--- src/rtl/sasanqua_axi_lite_master.sv ---
// sasanqua_axi_lite_master: single-outstanding command-to-AXI4-Lite bridge with a held response stage.
module sasanqua_axi_lite_master #(
  parameter int C_M_AXI_ADDR_WIDTH = 16,
  parameter int C_M_AXI_DATA_WIDTH = 32
) (
  input  logic                            CLK,
  input  logic                            RST,
  input  logic                            REQ_VALID,
  output logic                            REQ_READY,
  input  logic                            REQ_WRITE,
  input  logic [C_M_AXI_ADDR_WIDTH-1:0]   REQ_ADDR,
  input  logic [C_M_AXI_DATA_WIDTH-1:0]   REQ_WDATA,
  input  logic [C_M_AXI_DATA_WIDTH/8-1:0] REQ_WSTRB,
  output logic                            RESP_VALID,
  input  logic                            RESP_READY,
  output logic [C_M_AXI_DATA_WIDTH-1:0]   RESP_RDATA,
  output logic                            RESP_ERR,
  output logic [31:0]                     TXN_CNT,
  output logic [C_M_AXI_ADDR_WIDTH-1:0]   M_AXI_AWADDR,
  output logic [2:0]                      M_AXI_AWPROT,
  output logic                            M_AXI_AWVALID,
  input  logic                            M_AXI_AWREADY,
  output logic [C_M_AXI_DATA_WIDTH-1:0]   M_AXI_WDATA,
  output logic [C_M_AXI_DATA_WIDTH/8-1:0] M_AXI_WSTRB,
  output logic                            M_AXI_WVALID,
  input  logic                            M_AXI_WREADY,
  input  logic [1:0]                      M_AXI_BRESP,
  input  logic                            M_AXI_BVALID,
  output logic                            M_AXI_BREADY,
  output logic [C_M_AXI_ADDR_WIDTH-1:0]   M_AXI_ARADDR,
  output logic [2:0]                      M_AXI_ARPROT,
  output logic                            M_AXI_ARVALID,
  input  logic                            M_AXI_ARREADY,
  input  logic [C_M_AXI_DATA_WIDTH-1:0]   M_AXI_RDATA,
  input  logic [1:0]                      M_AXI_RRESP,
  input  logic                            M_AXI_RVALID,
  output logic                            M_AXI_RREADY
);
  typedef enum logic [2:0] {IDLE, WR, WAIT_B, RD, WAIT_R, RESP} state_t;
  state_t state, state_n;
  logic [C_M_AXI_ADDR_WIDTH-1:0] addr;
  logic [C_M_AXI_DATA_WIDTH-1:0] wdata, rdata;
  logic [C_M_AXI_DATA_WIDTH/8-1:0] wstrb;
  logic aw_done, w_done, err;
  logic [31:0] cnt;
  always_ff @(posedge CLK) begin
    if (RST) begin
      state <= IDLE;
      aw_done <= 1'b0;
      w_done <= 1'b0;
      rdata <= '0;
      err <= 1'b0;
      cnt <= '0;
    end else begin
      state <= state_n;
      if (REQ_VALID && REQ_READY) begin
        addr <= REQ_ADDR;
        wdata <= REQ_WDATA;
        wstrb <= REQ_WSTRB;
        aw_done <= 1'b0;
        w_done <= 1'b0;
      end
      if (M_AXI_AWVALID && M_AXI_AWREADY) aw_done <= 1'b1;
      if (M_AXI_WVALID && M_AXI_WREADY) w_done <= 1'b1;
      if (M_AXI_BVALID && M_AXI_BREADY) begin
        rdata <= '0;
        err <= |M_AXI_BRESP;
      end
      if (M_AXI_RVALID && M_AXI_RREADY) begin
        rdata <= M_AXI_RDATA;
        err <= |M_AXI_RRESP;
      end
      if (RESP_VALID && RESP_READY) cnt <= cnt + 32'd1;
    end
  end
  always_comb begin
    state_n = state;
    case (state)
      IDLE:    state_n = REQ_VALID ? (REQ_WRITE ? WR : RD) : IDLE;
      WR:      state_n = ((aw_done || M_AXI_AWREADY) && (w_done || M_AXI_WREADY)) ? WAIT_B : WR;
      WAIT_B:  state_n = M_AXI_BVALID ? RESP : WAIT_B;
      RD:      state_n = M_AXI_ARREADY ? WAIT_R : RD;
      WAIT_R:  state_n = M_AXI_RVALID ? RESP : WAIT_R;
      RESP:    state_n = RESP_READY ? IDLE : RESP;
      default: state_n = IDLE;
    endcase
  end
  always_comb begin
    REQ_READY = state == IDLE;
    M_AXI_AWVALID = state == WR && !aw_done;
    M_AXI_WVALID = state == WR && !w_done;
    M_AXI_BREADY = state == WAIT_B;
    M_AXI_ARVALID = state == RD;
    M_AXI_RREADY = state == WAIT_R;
    RESP_VALID = state == RESP;
    RESP_RDATA = rdata;
    RESP_ERR = err;
    TXN_CNT = cnt;
    M_AXI_AWADDR = addr;
    M_AXI_ARADDR = addr;
    M_AXI_WDATA = wdata;
    M_AXI_WSTRB = wstrb;
    M_AXI_AWPROT = 3'b000;
    M_AXI_ARPROT = 3'b000;
  end
endmodule

--- config.mk ---
export PLATFORM = sky130hd
export DESIGN_NAME = sasanqua_axi_lite_master
export DESIGN_NICKNAME = d
export VERILOG_FILES = /design/src/rtl/sasanqua_axi_lite_master.sv
export SDC_FILE = /design/constraint.sdc
export NUM_CORES = 1
export LEC_CHECK = 0
export CAP_MARGIN = 20
export CORE_UTILIZATION = 40
export DETAILED_ROUTE_END_ITERATION = 10
export HOLD_SLACK_MARGIN = 0.15
export PLACE_DENSITY = 0.8
export SLEW_MARGIN = 20
export SYNTH_ARGS = -nofsm -noshare
export SYNTH_HDL_FRONTEND = slang
export SYNTH_SLANG_ARGS = --single-unit
--- constraint.sdc ---
create_clock -name CLK -period 4.2 [get_ports CLK]
set_clock_uncertainty 0.2 [all_clocks]
set_input_delay 0.42 -clock CLK [delete_from_list [all_inputs] [get_ports CLK]]
set_output_delay 0.42 -clock CLK [all_outputs]
set_load 0.02 [all_outputs]
Word-level counts from Yosys, hierarchy flattened
Index checks and enable logic that the tools add are counted.
{"block": "totals", "register_bits": 122, "input_bits": 98, "out_inout_bits": 146, "elab_cells": 51}
{"block": "classes", "add_sub_neg": 1, "eq_ne": 5, "n_mux": 15, "n_bitwise": 1, "n_reduce_logical": 20}
{"operator": "$mux W32", "count": 2}
{"operator": "$add A32 B1 Y32 const B", "count": 1}
{"operator": "$pmux W3 S6", "count": 1}
{"operator": "$logic_and A1 B1 Y1", "count": 9}
{"operator": "$mux W3", "count": 3}
{"operator": "$eq A3 B2 Y1 const B", "count": 2}
{"operator": "$eq A3 B3 Y1 const B", "count": 2}
{"operator": "$mux W1", "count": 6}
{"operator": "$mux W2", "count": 3}
{"operator": "$reduce_bool A2 Y1", "count": 3}
{"operator": "$reduce_or A2 Y1", "count": 2}
{"operator": "$eq A3 B1 Y1 const B", "count": 1}
{"operator": "$logic_not A3 Y1", "count": 1}
{"operator": "$logic_not A1 Y1", "count": 2}
{"operator": "$logic_or A1 B1 Y1", "count": 2}
{"operator": "$reduce_and A2 Y1", "count": 1}
{"operator": "$not A1 Y1", "count": 1}

Longest topological paths before layout
{"block": "depth", "ltp_word": 4, "ltp_mapped": 6, "ltp_nobuf": 5}

Worst setup path before layout
No wires, ideal clock.
{"block": "synth_path", "kind": "register to register", "from": "register state[1]", "to": "register addr[0], in the netlist M_AXI_ARADDR[0] (enable)", "setup_ns": 0.462, "arrival_ns": 3.529, "t_required_ns": 3.538, "setup_slack_ns": 0.009, "stages_incl_launch_ff": 5, "path_buffers": 1, "synth_period_minus_slack_ns": 4.191, "cell_sequence": "dfxtp_1 > clkbuf_1 > nor3_1 > nand2_1 > nor2_1"}
{"block": "synth_between", "elab_chain_cells": 3}
{"element": "from (decl)", "line": "40", "source": "state_t state, state_n;"}
{"element": "from (signal assigned)", "line": "55", "source": "state <= state_n;"}
{"element": "$logic_not A3 Y1", "line": "89", "source": "REQ_READY = state == IDLE;"}
{"element": "net REQ_READY", "line": "9", "source": "output logic REQ_READY,"}
{"element": "$logic_and A1 B1 Y1", "line": "56", "source": "if (REQ_VALID && REQ_READY) begin"}
{"element": "$reduce_and A2 Y1 (no line)"}
{"element": "to (signal assigned)", "line": "57", "source": "addr <= REQ_ADDR;"}
{"element": "to (decl)", "line": "41", "source": "logic [C_M_AXI_ADDR_WIDTH-1:0] addr;"}
The timed path passes the listed nets, and every way through them passes these cells.
A chain may end at the register's enable or synchronous reset.

Worst setup path after layout
{"block": "layout_path", "from": "register state[0]", "to": "output M_AXI_AWVALID"}
{"block": "layout_between", "elab_chain_cells": 2}
{"element": "$eq A3 B1 Y1", "line": "90", "source": "M_AXI_AWVALID = state == WR && !aw_done;"}
{"element": "$logic_and A1 B1 Y1", "line": "90"}
{"element": "to (decl)", "line": "21", "source": "output logic M_AXI_AWVALID,"}
No other way between the ends.

==> impl_metrics.json <==
{
  "status": "finished clean",
  "post-place-cells": 775,
  "ir_drop_mv": 0.213,
  "final_max_slew_viol_count": 0,
  "wirelength_um": 13600,
  "clk_latency_ps": 400,
  "mostFrequentLayoutCells": "clkdlybuf4s50_1 (236), dfxtp_1 (70), nor2_1 (64)",
  "cp.buffers_inverters": 2,
  "crit_type": "reg2out",
  "final-hold-violation-count": 0,
  "max_stage_delay_ps": 620,
  "syn_area_sq_um": 4890,
  "crit_path_max_fanout": 14,
  "fin_nets": 746,
  "row_count": 40,
  "drv_cap": 0,
  "vias": 4131,
  "dp_hpwl_um": 10100,
  "required_ps": 3580,
  "routedWlPerCell_um": 16.9,
  "grt_antenna_before_repair": 0,
  "cts_setup_buffers": 0,
  "worstMarginPinSlew_ps": 1080,
  "n_antenna_cell": 0,
  "synth_edf_count": 52,
  "power_density_nw_per_um2": 396,
  "postRouteAntennaNets": 0,
  "slew_headroom_pct": 27.9,
  "die_area_sq_um": 12700,
  "grt_max_degree": 80,
  "pwr-share-seq_pct": 42.9,
  "avgSynthCellArea_sq_um": 11.5,
  "viasPerCell": 5.12,
  "clockRootBuffer": "clkbuf_16",
  "postSynth.asyncResetShare_pct": 0,
  "cts_buffers": 17,
  "clockBufferDepth": 2,
  "fin_util_pct": 64.9,
  "die_w_um": 113,
  "grt-ovfl-total": 0,
  "p_sw_mw": 0.727,
  "switching_share_pct": 23.6,
  "yosys_warnings": 0,
  "p_int_mw": 2.35,
  "io_buffers": 237,
  "cts_resized": 0,
  "placeableCoreArea_sq_um": 12000,
  "drt_iter0_markers": 239,
  "fmax_mhz": 328,
  "power_mw": 3.08,
  "synth_cell_types": 50,
  "ys_seq_area_share_pct": 60.6,
  "first_pass_iters": 4,
  "initial_core_util_pct": 40.9,
  "p_leak_nw": 2.71,
  "finalNonFillerCells": 807,
  "die_y_um": 113,
  "drive_gt1_share_pct": 7.88,
  "critPathCaptureType": "output port",
  "setup_tns_ps": 0,
  "cpMaxStageDelayCell": "clkdlybuf4s50_1",
  "hold_buffers": 0,
  "place.gp.congestion": 0.777,
  "path_clk_slew_ps": 60,
  "globalRouteTotalUtil_pct": 21.7,
  "timing.hold.ws_ps": 295,
  "power_frac_comb_pct": 11.7,
  "min_period_ps": 3050,
  "setup_violations": 0,
  "htree_levels": 4,
  "grt_pass1_wl_um": 20800,
  "cp_top_family": "buffers and inverters",
  "critPathArrivalTime_ps": 2430,
  "pin_count": 244,
  "ys_seq_elements": 122,
  "hold_class": "reg2reg",
  "p_clk_share_pct": 45.4,
  "syn2layout_area_growth_pct": 58.6,
  "rsz0062_at_grt": "no",
  "synth_cells": 427,
  "grt_pass1_vias": 3984,
  "cts_tree": "done",
  "final_common_cell": "clkdlybuf4s50_1",
  "synth_ff_type": "dfxtp_1",
  "cp-start-kind": "flop",
  "timing.final.crit_share_pct": 72.6,
  "drc_errors": 0,
  "clkSinkCount": 122,
  "crit_path_cell_trace": "inv_1 -> or3_1 -> nor2_1 -> clkdlybuf4s50_1"
}
==> layout make-up <==
class	instances	area (sq um)
clock inverters	15	149
inverters	5	18.8
clock buffers	17	425
repair buffers	241	2400
multi-input cells	260	1620
well taps	147	184
fillers	893	4200
flip-flops and latches	122	2960
==> synthesized netlist by cell type, drive strengths merged (3+ instances only) <==
master / count / area share [%]
dfxtp: 70 / 29
nor2: 65 / 5.0
edfxtp: 52 / 32
a22oi: 32 / 4.9
buf: 31 / 4.7
nand2: 19 / 1.5
a21oi: 15 / 1.5
clkbuf: 14 / 1.9
nand4: 11 / 2.1
nand3: 10 / 1.0
mux2: 9 / 2.1
nor3: 9 / 0.92
o31ai: 9 / 1.4
or4: 8 / 1.2
nor2b: 7 / 0.90
and4: 6 / 1.1
xor2: 6 / 1.1
inv: 5 / 0.38
nor4: 5 / 0.64
xnor2: 5 / 0.90
o21ai: 4 / 0.41
or3: 4 / 0.51
and2: 3 / 0.38
and3: 3 / 0.41
and3b: 3 / 0.54
nand2b: 3 / 0.38
nand3b: 3 / 0.46
==> logic make-up (layout without fill, tap and decap cells) <==
group                      Yosys count  in the layout  synth area share [%]
DFF                                122            122                  60.6
AOI/OAI and AO/OA                   67             67                  9.42
and+or+nand+nor                    165            165                  18.4
adders and majority gates            1              1                 0.256
muxes                               10             10                  2.28
other                                1              6                0.0767
buffers and inverters               50            278                  6.99
xor gates and xnor gates            11             11                  1.97
==> registers in the layout (all words and copies together), names as in the netlist <==
signal	flops
M_AXI_WSTRB	4
TXN_CNT	32
aw_done	1
RESP_ERR	1
M_AXI_WDATA	32
state	3
w_done	1
RESP_RDATA	32
M_AXI_ARADDR	16
==> worst reg2reg max path: cells and delay by family (launching register included) <==
| kind | cells | cell delay (ps) |
|---|---|---|
| simple gates | 3 | 1010 |
| buf+inv | 1 | 480 |
| flops | 1 | 460 |
==> power by group through the flow <==
| stage | Sequential, mW | Combinational, mW | Clock (mW) |
|---|---|---|---|
| 2_1_floorplan | 1.38 | 0.127 | 0 |
| 5_1_grt | 1.32 | 0.381 | 1.49 |
| 3_5_place_dp | 1.34 | 0.362 | 0 |
| 3_3_place_gp | 1.34 | 0.356 | 0 |
| 6_report | 1.32 | 0.360 | 1.40 |
| 4_1_cts | 1.32 | 0.363 | 1.43 |
==> worst paths after layout <==
kind | start | to | slack [ps] | cells past startpoint
setup / recovery | state[0] | M_AXI_AWVALID | 1150 | 4
hold / removal | RESP_RDATA[21] | RESP_RDATA[21] | 300 | 2
setup reg to reg | state[1] | M_AXI_WDATA[26] | 1710 | 4
hold reg to reg | RESP_RDATA[21] | RESP_RDATA[21] | 300 | 2
==> per-stage QoR <==
| stage | area [sq um] | setup slack (ps) |
|---|---|---|
| 6_report | 7760 | 1150 |
| 2_1_floorplan | 4910 | 9.29 |
| 3_3_place_gp | 7180 | 1550 |
| 3_5_place_dp | 7180 | 1470 |
| 5_1_grt | 7760 | 1040 |
| 4_1_cts | 7760 | 1150 |
==> routing by layer <==
| layer | track usage [%] | routed length, um | share of wire [%] |
|---|---|---|---|
| met3 | 6.21 | 881 | 6.5 |
| met1 | 23.1 | 5090 | 37 |
| met5 | 0 | 0 | 0 |
| met4 | 10.0 | 268 | 2.0 |
| met2 | 39.5 | 7400 | 54 |
No activity file was read; power rests on OpenSTA's default activity.
